<file path="config.mk">
export PLATFORM = sky130hd
export DESIGN_NAME = snn_ctrl
export DESIGN_NICKNAME = d
export VERILOG_FILES = /design/src/rtl/snn_pkg.sv /design/src/rtl/snn_ctrl.sv
export SDC_FILE = /design/constraint.sdc
export NUM_CORES = 1
export LEC_CHECK = 0
export CAP_MARGIN = 20
export CORE_ASPECT_RATIO = 1.75
export CORE_MARGIN = 3
export CORE_UTILIZATION = 30
export CTS_CLUSTER_SIZE = 16
export DETAILED_ROUTE_END_ITERATION = 7
export GPL_TIMING_DRIVEN = 0
export PLACE_DENSITY = 0.66
export SLEW_MARGIN = 10
export SYNTH_ARGS = -nofsm -noshare
export SYNTH_HDL_FRONTEND = slang
export SYNTH_SLANG_ARGS = --single-unit
</file>
<file path="constraint.sdc">
create_clock -name clk -period 2.5 [get_ports clk]
set_clock_uncertainty 0.15 [all_clocks]
set_input_delay 0.25 -clock clk [delete_from_list [all_inputs] [get_ports clk]]
set_output_delay 0.25 -clock clk [all_outputs]
set_load 0.02 [all_outputs]
</file>
<file path="src/rtl/snn_pkg.sv">
// Shared definitions for the SNN digit classifier: controller states and
// image/ASCII constants.
package snn_pkg;

    typedef enum logic [2:0] {
        S_RX,
        S_WR,
        S_START,
        S_RUN,
        S_TX,
        S_TXW
    } ctrl_state_t;

    localparam int NUM_PIXELS = 784;
    localparam logic [7:0] ASCII_ZERO = 8'h30;

endpackage

</file>
<file path="src/rtl/snn_ctrl.sv">
// Top-level sequencer: unpacks UART image bytes into the 1-bit input RAM,
// runs snn_core, and sends the classified digit back as ASCII.
module snn_ctrl
    import snn_pkg::*;
#(
    parameter int NUM_BYTES = NUM_PIXELS / 8,
    parameter int ADDR_W    = 10
) (
    input  logic              clk,
    input  logic              rst,
    input  logic              rx_rdy,
    input  logic [7:0]        rx_data,
    input  logic [ADDR_W-1:0] core_addr,
    input  logic              core_done,
    input  logic [3:0]        core_digit,
    input  logic              tx_done,
    output logic [ADDR_W-1:0] ram_addr,
    output logic              ram_we,
    output logic              ram_data,
    output logic              core_start,
    output logic              tx_start,
    output logic [7:0]        tx_data,
    output logic [7:0]        led,
    output logic              ovr
);

    localparam logic [6:0] LAST_BYTE = 7'(NUM_BYTES - 1);

    ctrl_state_t state_reg, state_next;
    logic [6:0]  byte_cnt_reg, byte_cnt_next;
    logic [2:0]  bit_cnt_reg, bit_cnt_next;
    logic [7:0]  shift_reg, shift_next;
    logic [3:0]  digit_reg, digit_next;
    logic        ovr_reg, ovr_next;

    always_ff @(posedge clk) begin
        if (rst) begin
            state_reg    <= S_RX;
            byte_cnt_reg <= '0;
            bit_cnt_reg  <= '0;
            shift_reg    <= '0;
            digit_reg    <= '0;
            ovr_reg      <= 1'b0;
        end else begin
            state_reg    <= state_next;
            byte_cnt_reg <= byte_cnt_next;
            bit_cnt_reg  <= bit_cnt_next;
            shift_reg    <= shift_next;
            digit_reg    <= digit_next;
            ovr_reg      <= ovr_next;
        end
    end

    always_comb begin
        state_next    = state_reg;
        byte_cnt_next = byte_cnt_reg;
        bit_cnt_next  = bit_cnt_reg;
        shift_next    = shift_reg;
        digit_next    = digit_reg;
        ram_addr      = '0;
        ram_we        = 1'b0;
        ram_data      = 1'b0;
        core_start    = 1'b0;
        tx_start      = 1'b0;
        // A byte arriving while busy cannot be buffered, so it is flagged and lost.
        ovr_next      = ovr_reg | (rx_rdy && (state_reg != S_RX));

        case (state_reg)
            S_RX: begin
                if (rx_rdy) begin
                    shift_next   = rx_data;
                    bit_cnt_next = '0;
                    state_next   = S_WR;
                end
            end
            S_WR: begin
                ram_we       = 1'b1;
                ram_addr     = ADDR_W'({byte_cnt_reg, bit_cnt_reg});
                ram_data     = shift_reg[0];
                shift_next   = shift_reg >> 1;
                bit_cnt_next = bit_cnt_reg + 3'd1;
                if (bit_cnt_reg == 3'd7) begin
                    if (byte_cnt_reg == LAST_BYTE) begin
                        state_next = S_START;
                    end else begin
                        byte_cnt_next = byte_cnt_reg + 7'd1;
                        state_next    = S_RX;
                    end
                end
            end
            S_START: begin
                core_start    = 1'b1;
                ram_addr      = core_addr;
                byte_cnt_next = '0;
                state_next    = S_RUN;
            end
            S_RUN: begin
                ram_addr = core_addr;
                if (core_done) begin
                    digit_next = core_digit;
                    state_next = S_TX;
                end
            end
            S_TX: begin
                tx_start   = 1'b1;
                state_next = S_TXW;
            end
            S_TXW: begin
                if (tx_done) begin
                    state_next = S_RX;
                end
            end
            default: begin
                state_next = S_RX;
            end
        endcase
    end

    assign tx_data = ASCII_ZERO + {4'h0, digit_reg};
    assign led     = {4'h0, digit_reg};
    assign ovr     = ovr_reg;

endmodule

</file>
# [Word level (Yosys, flattened, before mapping)]
# Cells that the tools add are included.
[word_totals] ff_bits=26 in_bits=27 out_inout_bits=31 elab_cells=50
[classes] add_sub_neg=3 n_eq_ne=12 mux=18 bitwise_logic=1 reduce_logical=10
[ops] cell="$pmux W10 S2" n=1
[ops] cell="$pmux W3 S6" n=1
[ops] cell="$pmux W8 S2" n=1
[ops] cell="$mux W3" n=5
[ops] cell="$mux W7" n=2
[ops] cell="$pmux W7 S2" n=1
[ops] cell="$ne A2 B2 Y1 const B" n=5
[ops] cell="$eq A3 B3 Y1 const B" n=3
[ops] cell="$mux W8" n=1
[ops] cell="$add A6 B4 Y7 const A" n=1
[ops] cell="$add A7 B1 Y7 const B" n=1
[ops] cell="$eq A7 B7 Y1 const B" n=1
[ops] cell="$eq A3 B2 Y1 const B" n=2
[ops] cell="$pmux W3 S2" n=1
[ops] cell="$mux W1" n=4
[ops] cell="$reduce_and A2 Y1" n=2
[ops] cell="$reduce_and A4 Y1" n=1
[ops] cell="$reduce_bool A2 Y1" n=2
[ops] cell="$add A3 B1 Y3 const B" n=1
[ops] cell="$eq A3 B1 Y1 const B" n=1
[ops] cell="$logic_not A3 Y1" n=1
[ops] cell="$reduce_and A3 Y1" n=1
[ops] cell="$reduce_bool A3 Y1" n=1
[ops] cell="$mux W2" n=1
[ops] cell="other kinds (3)" n=3

# [Longest topological paths before layout]
# Gate-level depths: netlist (run 1).
[depth] word_depth=4 ltp_mapped=6

# [Worst setup path before layout (run 1)]
# Ideal clock, no wire load.
[synth_timing] path_kind="reg-to-output" from="register state_reg[1]" to="output port ram_addr[0]" t_arrival_ps=1376 required_time_ps=2100 setup_slack_ps=724 path_stages_with_launch=5 n_path_buf=2 path_cell_list="dfxtp_1 -> buf_1 -> clkbuf_1 -> nand2_1 -> a21oi_1"
[synth_between] elab_chain_len=3
[synth_lines] element="from (decl)" line="snn_ctrl.sv:29" text="ctrl_state_t state_reg, state_next;"
[synth_lines] element="from (signal assigned)" line="snn_ctrl.sv:45" text="state_reg <= state_next;"
[synth_lines] element="$eq A3 B2 Y1" line="snn_ctrl.sv:68" text="case (state_reg)"
[synth_lines] element="$reduce_or A2 Y1 (no source line)"
[synth_lines] element="$pmux W10 S2 *" line="snn_ctrl.sv:68"
[synth_lines] element="to (decl)" line="snn_ctrl.sv:17" text="output logic [ADDR_W-1:0] ram_addr,"
# Every way passes the cells marked *; elsewhere a longest branch is shown, timed or not.

# [Final worst setup path (run 1)]
[layout_timing] from="register state_reg[2]" to="output port ram_we"
[layout_between] elab_chain_len=2
[layout_lines] element="$eq A3 B1 Y1" line="snn_ctrl.sv:68"
[layout_lines] element="$mux W1" line="snn_ctrl.sv:68"
[layout_lines] element="to (decl)" line="snn_ctrl.sv:18" text="output logic ram_we,"
# Every way passes these cells.

==> results of run 1 <==
==> cells in the final DEF (no fill, tap or decap), types with 2 or more instances in the layout <==
cell,n
clkdlybuf4s50_1,43
dfxtp_1,26
nand2_1,20
a21oi_1,19
nor3_1,14
buf_4,13
nand3b_1,12
nor2_1,9
conb_1,8
mux2_2,6
nor3b_1,5
nand3_1,5
o22ai_1,5
dlymetal6s2s_1,5
mux2i_1,4
ha_1,4
clkbuf_2,3
clkbuf_1,3
clkbuf_8,3
buf_2,2
buf_6,2
or3b_1,2
inv_1,2
nand4b_1,2
nor4_1,2
or4_1,2
a22oi_1,2
==> cell families after synthesis <==
group	Yosys count	synth area share, %
simple gates	80	30.8
compound gates	33	12.7
buf+inv	29	11.3
flops	26	33.9
mux	10	7.00
fa+ha+maj	4	3.26
other cells	2	0.489
xor+xnor	1	0.570
==> worst max-delay path, cell delays in order, from the launching register on <==
cell and delay [ns]:
dfxtp_1 0.31, buf_6 0.13, or3b_1 0.39, inv_1 0.11
buf_4 0.18, clkdlybuf4s50_1 0.62
==> stage by stage <==
stage / util (%) / hold slack, ns / std cells
5_1_grt: 45.0 / 0.363 / 294
6_report: 45.0 / 0.323 / 294
3_5_place_dp: 43.8 / 0.315 / 292
4_1_cts: 44.6 / 0.327 / 294
3_3_place_gp: 43.8 / 0.305 / 292
2_1_floorplan: - / 0.236 / 191
==> area by class of cell <==
| cell class | count | area [sq um] |
|---|---|---|
| Tap cell | 52 | 65.1 |
| Inverter | 3 | 11.3 |
| Fill cell | 492 | 2660 |
| Multi-Input combinational cell | 136 | 865 |
| Clock buffer | 3 | 41.3 |
| Timing Repair Buffer | 49 | 502 |
| Buffer | 25 | 168 |
| Sequential cell | 26 | 520 |
==> worst max path at each step <==
stage / from / slack (ns) / depth (start not counted) / endpoint
final: state_reg[2] / 0.1 / 5 / ram_we
after CTS: state_reg[1] / 0.002 / 5 / ram_addr[8]
after global placement: state_reg[1] / 0.03 / 5 / ram_addr[1]
after global routing: state_reg[1] / 0.01 / 5 / ram_addr[2]
after detailed placement: state_reg[1] / 0.04 / 5 / ram_addr[1]
after floorplan: state_reg[1] / 0.72 / 4 / ram_addr[0]
==> report_power, final <==
group	internal [mW]	switching (mW)
clock network	0.108	0.122
logic	0.0780	0.0673
registers	0.428	0.00921
total	0.614	0.198
==> per-layer routing <==
metal	share of wire (%)	track usage, %	wire [microns]	up-vias
met3	6.0	2.44	233	6
met2	52	22.9	2020	42
met1	40	16.1	1560	674
met4	1.8	5.63	68	0
li1	-	-	-	753
met5	0	0	0	-
==> results by group, run 1 <==
Clock tree
  • Hold Buf Count CTS: 0
  • Cts bufs inserted: 3
  • Clock slew at reported path FFs: 0.08 ns
  • Clock Latency Late Sink: 0.27 ns
  • H-Tree Depth: 1
  • CTS tree: done
  • CTS Sinks: 26
  • CTS resizes: 4
  • Max Buffers Root-to-Sink: 2
  • Root Buffer: clkbuf_8
  • Setup Fix Bufs, Post-CTS: 0

Setup path
  • Worst EP required: 2.10 ns
  • Worst r2r src: bit_cnt_reg[0]
  • Worst Path Arrival: 2.00 ns
  • Critical-path maximum fanout: 10
  • CP Capture Type: output pin
  • R2R Setup Slk: 0.52 ns
  • Crit path kind: reg -> out
  • Critical path startpoint category: register
  • Reg2reg end: byte_cnt_reg[6]
  • R2R cell count: 5

Synthesis
  • Synthesized cell area: 1540 sq um
  • Ys flop type: dfxtp_1
  • Post-synth top area share: 33.9%
  • Netlist cell types: 40
  • Synthesis Warnings: 0
  • Most frequent cells after synthesis: dfxtp_1, nand2_1, a21oi_1
  • Post-synth top area cell: dfxtp_1
  • Yosys reg bits: 26
  • Post-synthesis async set-or-reset flop share: 0%
  • Post-synth EDFFs: 0
  • Syn Inst Count: 185
  • Main area contributors after synthesis: dfxtp_1, buf_4, a21oi_1
  • Most numerous cell in the Yosys netlist: dfxtp_1
  • Sequential fraction of the synthesis area: 33.9%
  • Syn Area/Cell: 8.31 sq um

Timing
  • Max transition margin: 62.9%
  • RSZ-0062 raised after global routing: no
  • Worst slew pin tran: 0.554 ns
  • Post-layout min period: 2.40 ns
  • Fmax: 0.416 GHz
  • Final Cycle Share: 96.1%
  • Final worst-path setup slack: 0.0963 ns
  • Final-report setup violation count: 0
  • Setup_tns: 0 ns
  • Final hold vios: 0
  • Max-slew violations: 0

Run status
  • Outcome: complete, no violations

Flow run
  • Reported max-cap violation count: 0

Floorplanning
  • Top Ports: 58
  • Die Wd: 60.1 microns
  • Core box area: 4830 sq um
  • Die Ht: 101 microns
  • Initial Util: 31.8%
  • FP Rows: 33
  • Die ar.: 6050 sq um

GRT
  • Total grt overflow: 0
  • Gr usage total: 13.5%
  • Vias in the first global route: 1381
  • First-pass GRT wire length: 6420 microns
  • Largest net degree at the start of global routing: 20
  • Initial antenna violation count: 0

Placement
  • Pre-CTS WS: 0.0400 ns
  • DP Wirelength: 2920 microns
  • Port Buffer Count: 49
  • GPL Wtd Cong: 0.826
  • DP Area: 2110 sq um

Layout
  • Max reg flops: 8
  • Final instance area: 2170 sq um
  • Area grow syn2layout: 41.4%
  • Ant diodes: 0
  • Layout cells sized above 1: 14.0%
  • Nets: 275

Route
  • Vias/cell: 5.02
  • 1st-iter DRT viols: 38
  • DRT antenna net count: 0
  • Routed wire length: 3880 microns
  • Pre-antenna DRT Iters: 4
  • DR vias: 1475
  • Residual DRC count: 0
  • Routed length per instance: 13.2 microns

Worst hold path
  • Hold Path End: shift_reg[7]
  • Hold Startpoint: shift_reg[7]
  • Hold path depth: 2
  • Hold Crit Class: reg -> reg

Power and ir drop
  • Total Power: 0.813 mW
  • Pleak: 0.932 nW
  • Peak VDD IR: 0.319 mV
  • Pwr Density: 374 nW/um^2
(Power assumes the default switching activity.)
==> inputs of run 2 (changes only) <==
--- a/config.mk
+++ b/config.mk
@@ -12,7 +12,8 @@
 export CTS_CLUSTER_SIZE = 16
 export DETAILED_ROUTE_END_ITERATION = 7
+export DONT_BUFFER_PORTS = 1
 export GPL_TIMING_DRIVEN = 0
-export PLACE_DENSITY = 0.66
-export SLEW_MARGIN = 10
+export PLACE_DENSITY = 0.52
+export SLEW_MARGIN = 40
 export SYNTH_ARGS = -nofsm -noshare
 export SYNTH_HDL_FRONTEND = slang
--- a/constraint.sdc
+++ b/constraint.sdc
@@ -3,3 +3,3 @@
 set_input_delay 0.25 -clock clk [delete_from_list [all_inputs] [get_ports clk]]
 set_output_delay 0.25 -clock clk [all_outputs]
-set_load 0.02 [all_outputs]
+set_load 0.01 [all_outputs]
==> results by group, run 2 (synthesis results as in run 1) <==
Timing
  • Final-report setup violation count: 0
  • Post-layout min period: 2.33 ns
  • RSZ-0062 raised after global routing: no
  • Final Cycle Share: 93.1%
  • Worst hold slack: 0.0198 ns
  • Max transition margin: 64.3%
  • Final hold vios: 0
  • Max-slew violations: 0
  • Setup_tns: 0 ns
  • Fmax: 0.430 GHz
  • Worst slew pin tran: 0.534 ns

GRT
  • Total grt overflow: 0
  • First-pass GRT wire length: 6030 microns
  • Gr usage total: 13.1%
  • Initial antenna violation count: 0
  • Largest net degree at the start of global routing: 14
  • Vias in the first global route: 1254

Floorplanning
  • Die ar.: 6050 sq um
  • FP Rows: 33
  • Core box area: 4830 sq um
  • Die Ht: 101 microns
  • Die Wd: 60.1 microns
  • Top Ports: 58
  • Initial Util: 31.8%

Clock tree
  • Clock slew at reported path FFs: 0.09 ns
  • Max Buffers Root-to-Sink: 2
  • Cts bufs inserted: 3
  • CTS tree: done
  • H-Tree Depth: 1
  • Root Buffer: clkbuf_8
  • Clock Latency Late Sink: 0.27 ns
  • CTS Sinks: 26
  • Setup Fix Bufs, Post-CTS: 0

Layout
  • Commonest non-fill, non-tap cell in the layout: dfxtp_1
  • Fillers: 516
  • Most frequent cells in the layout: dfxtp_1, nand2_1, a21oi_1
  • Ant diodes: 0
  • Max reg flops: 8
  • Nets: 233
  • Layout cells sized above 1: 14.5%
  • Area grow syn2layout: 12.3%

Route
  • 1st-iter DRT viols: 25
  • Routed wire length: 3850 microns
  • Residual DRC count: 0
  • DRT antenna net count: 0
  • Vias/cell: 5.23
  • DR vias: 1319
  • Pre-antenna DRT Iters: 4
  • Routed length per instance: 15.3 microns

Power and ir drop
  • Pleak: 0.662 nW
  • Peak VDD IR: 0.305 mV
  • Pwr Density: 447 nW/um^2

Setup path
  • Critical-path maximum fanout: 10
  • Critical path startpoint category: register
  • Worst EP required: 2.10 ns
  • Crit path kind: reg -> out
  • Worst Path Arrival: 1.93 ns
  • CP Capture Type: output pin

Placement
  • DP Wirelength: 2920 microns
  • Port Buffer Count: 0
  • GPL Wtd Cong: 0.733

Worst hold path
  • Hold Crit Class: in -> reg

Run status
  • Outcome: complete, no violations

Flow run
  • Reported max-cap violation count: 0
==> run 2: changes by cell type in the layout (fill, tap and decap cells not counted), sizes merged <==
cell | previous run | this run
dlygate4sd2 | 1 | 0
dlymetal6s2s | 5 | 0
clkdlybuf4s50 | 43 | 0
buf | 18 | 19
dlygate4sd3 | 0 | 6
==> run 2: final timing paths <==
path	start	to	slack, ns	cells past startpoint
hold reg to reg	shift_reg[7]	shift_reg[7]	0.32	2
hold / removal	rx_data[5]	shift_reg[5]	0.02	2
setup / recovery	state_reg[1]	ram_addr[3]	0.17	4
setup reg to reg	bit_cnt_reg[0]	byte_cnt_reg[6]	0.47	5
==> run 2: through the flow <==
stage | instances | cell area [sq um] | power, mW | setup WS [ns] | utilization [%]
2_1_floorplan | 191 | 1560 | 0.520 | 0.761 | -
3_3_place_gp | 243 | 1620 | 0.536 | 0.506 | 33.6
3_5_place_dp | 243 | 1620 | 0.536 | 0.481 | 33.6
4_1_cts | 252 | 1730 | 0.782 | 0.182 | 35.7
5_1_grt | 252 | 1730 | 0.805 | 0.0537 | 35.7
6_report | 252 | 1730 | 0.771 | 0.172 | 35.7
==> run 2: area by class of cell <==
class	instances	area, sq um	share of cell area (%)
multi-input combinational	136	865	50.1
sequential	26	520	30.2
buffer	26	163	9.43
tap	52	65.1	3.77
timing repair buffer	6	60.1	3.48
clock buffer	3	41.3	2.39
inverter	3	11.3	0.653
==> run 2: report_power, final <==
part,switching (mW),internal (mW),leakage [nW]
combinational,0.0518,0.0439,0.428
clock,0.130,0.108,0.0216
sequential,0.00940,0.429,0.212
==> run 2: per-layer routing <==
layer  GRT usage [%]  wire length (microns)  vias to the layer above  share of wire, %
li1                -                      -                      674                 -
met1            13.6                   1470                      606                38
met2            24.1                   2070                       32                54
met3            2.95                    232                        7               6.0
met4            5.12                     81                        0               2.1
met5               0                      0                        -                 0
==> run 2: repair_timing <==
action | in CTS | in global routing
gates resized for setup | 0 | 0
hold endpoints to repair | 6 | 0
hold buffers | 6 | 0
==> run 2: worst max-delay path, cell delays in order, from the launching register on <==
cell and delay [ns]:
dfxtp_1 0.42, buf_1 0.42, clkbuf_1 0.39, nand2_1 0.12, a21oi_1 0.31
==> inputs of run 3 (changes only) <==
Settings changed: REMOVE_ABC_BUFFERS set to 1.
==> results by group, run 3 (synthesis results as in run 1) <==
GRT
  • Initial antenna violation count: 0
  • Largest net degree at the start of global routing: 34
  • First-pass GRT wire length: 5640 microns
  • Total grt overflow: 0
  • Vias in the first global route: 1237
  • Gr usage total: 11.9%

Timing
  • Final hold vios: 0
  • RSZ-0062 raised after global routing: no
  • Final worst-path setup slack: 0.228 ns
  • Fmax: 0.440 GHz
  • Post-layout min period: 2.27 ns
  • Max transition margin: 64.8%
  • Max-slew violations: 0
  • Final-report setup violation count: 0
  • Worst slew pin tran: 0.525 ns
  • Final Cycle Share: 90.9%

Flow run
  • Reported max-cap violation count: 0

Setup path
  • Crit path kind: reg -> out
  • Worst r2r src: bit_cnt_reg[0]
  • CP top delay family: simple AND/OR/NAND/NOR gates
  • Largest stage delay, worst path: 0.62 ns
  • Worst Path Arrival: 1.87 ns
  • Buf/Inv on CP: 1
  • Crit-path slowest cell: dfxtp_2
  • CP Capture Type: output pin
  • Cell chain of the critical path: or3b_4, clkinvlp_4, and2_1
  • Critical path startpoint category: register
  • Worst EP required: 2.10 ns
  • R2R Setup Slk: 0.55 ns
  • Critical-path maximum fanout: 23
  • R2R cell count: 5
  • Reg2reg end: byte_cnt_reg[6]

Clock tree
  • Cts bufs inserted: 3
  • Max Buffers Root-to-Sink: 2
  • Clock slew at reported path FFs: 0.09 ns
  • Setup Fix Bufs, Post-CTS: 0
  • CTS tree: done
  • CTS Sinks: 26
  • Root Buffer: clkbuf_8
  • H-Tree Depth: 1
  • Clock Latency Late Sink: 0.27 ns

Layout
  • Most frequent cells in the layout: dfxtp_1, nand2_1, a21oi_1
  • Multi-input logic area: 867 sq um
  • Max reg flops: 8
  • Commonest non-fill, non-tap cell in the layout: dfxtp_1
  • Ant diodes: 0
  • FF/Latch Area: 527 sq um
  • Layout cells sized above 1: 10.9%
  • Nets: 208
  • Fillers: 521
  • Final cell utilization of the core: 32.7%
  • Area grow syn2layout: 2.85%
  • Post-Layout Cell Count: 227

Floorplanning
  • Top Ports: 58
  • Die Wd: 60.1 microns
  • Core box area: 4830 sq um
  • Initial Util: 31.8%
  • Die ar.: 6050 sq um
  • FP Rows: 33
  • Die Ht: 101 microns

Route
  • Residual DRC count: 0
  • Pre-antenna DRT Iters: 3
  • Vias/cell: 5.45
  • DR vias: 1238
  • DRT antenna net count: 0
  • Routed length per instance: 15.7 microns
  • Routed wire length: 3570 microns
  • 1st-iter DRT viols: 17

Placement
  • Pre-CTS WS: -0.0236 ns
  • GPL Wtd Cong: 0.691
  • Port Buffer Count: 0
  • Inst Count DP: 217
  • DP Wirelength: 2390 microns

Power and ir drop
  • Peak VDD IR: 0.439 mV
  • Pleak: 0.566 nW
  • Pwr Density: 476 nW/um^2
  • Total Power: 0.753 mW

Worst hold path
  • Hold path depth: 2
  • Hold Startpoint: rx_data[6]
  • Hold Crit Class: in -> reg
  • Hold Path End: shift_reg[6]

Run status
  • Outcome: complete, no violations
run 3: worst max path at each step:
stage	start	endpoint	slack [ns]	cells past startpoint
2_1_floorplan	state_reg[0]	ram_data	0.39	3
3_3_place_gp	state_reg[0]	ram_data	-0.03	3
3_5_place_dp	state_reg[0]	ram_data	-0.02	3
4_1_cts	state_reg[2]	ram_data	0.007	3
5_1_grt	state_reg[0]	ram_data	0.13	3
6_report	state_reg[0]	ram_data	0.23	3
run 3: report_power, final:
part | internal [mW] | switching, mW | total [mW]
Clock | 0.108 | 0.128 | 0.236
Combinational | 0.0318 | 0.0412 | 0.0730
Sequential | 0.428 | 0.0160 | 0.444
run 3: layer usage:
layer | global-route usage (%) | routed length [microns] | share of wire, %
met5 | 0 | 0 | 0
met4 | 3.92 | 38 | 1.1
met3 | 2.56 | 190 | 5.3
met2 | 21.8 | 1940 | 54
met1 | 13.0 | 1410 | 39
run 3: worst reg2reg max path, stage by stage (launching register included):
cell and delay [ns]:
dfxtp_1 0.38, ha_1 0.17, ha_1 0.19, nand4b_1 0.21
nor4_1 0.38, mux2_2 0.37
run 3: stage by stage:
step	hold WS [ns]	setup TNS (ns)	cell area (sq um)
after floorplan	0.162	0	1400
after global placement	0.172	-0.0297	1460
after detailed placement	0.164	-0.0236	1460
after CTS	0.0176	0	1580
after global routing	0.0233	0	1580
final	0.0241	0	1580
run 3: layout make-up:
class	instances	share of cell area, %
Multi-Input combinational cell	136	54.9
Sequential cell	26	33.3
Timing Repair Buffer	7	4.12
Tap cell	52	4.12
Clock buffer	3	2.61
Inverter	3	0.950
run 3: repair_timing:
action                     4_1_cts  5_1_grt
hold buffers                     7        0
hold endpoints to repair        21        0
gates resized for setup          3        1
setup endpoints to repair        2        1
gates cloned                     0        0
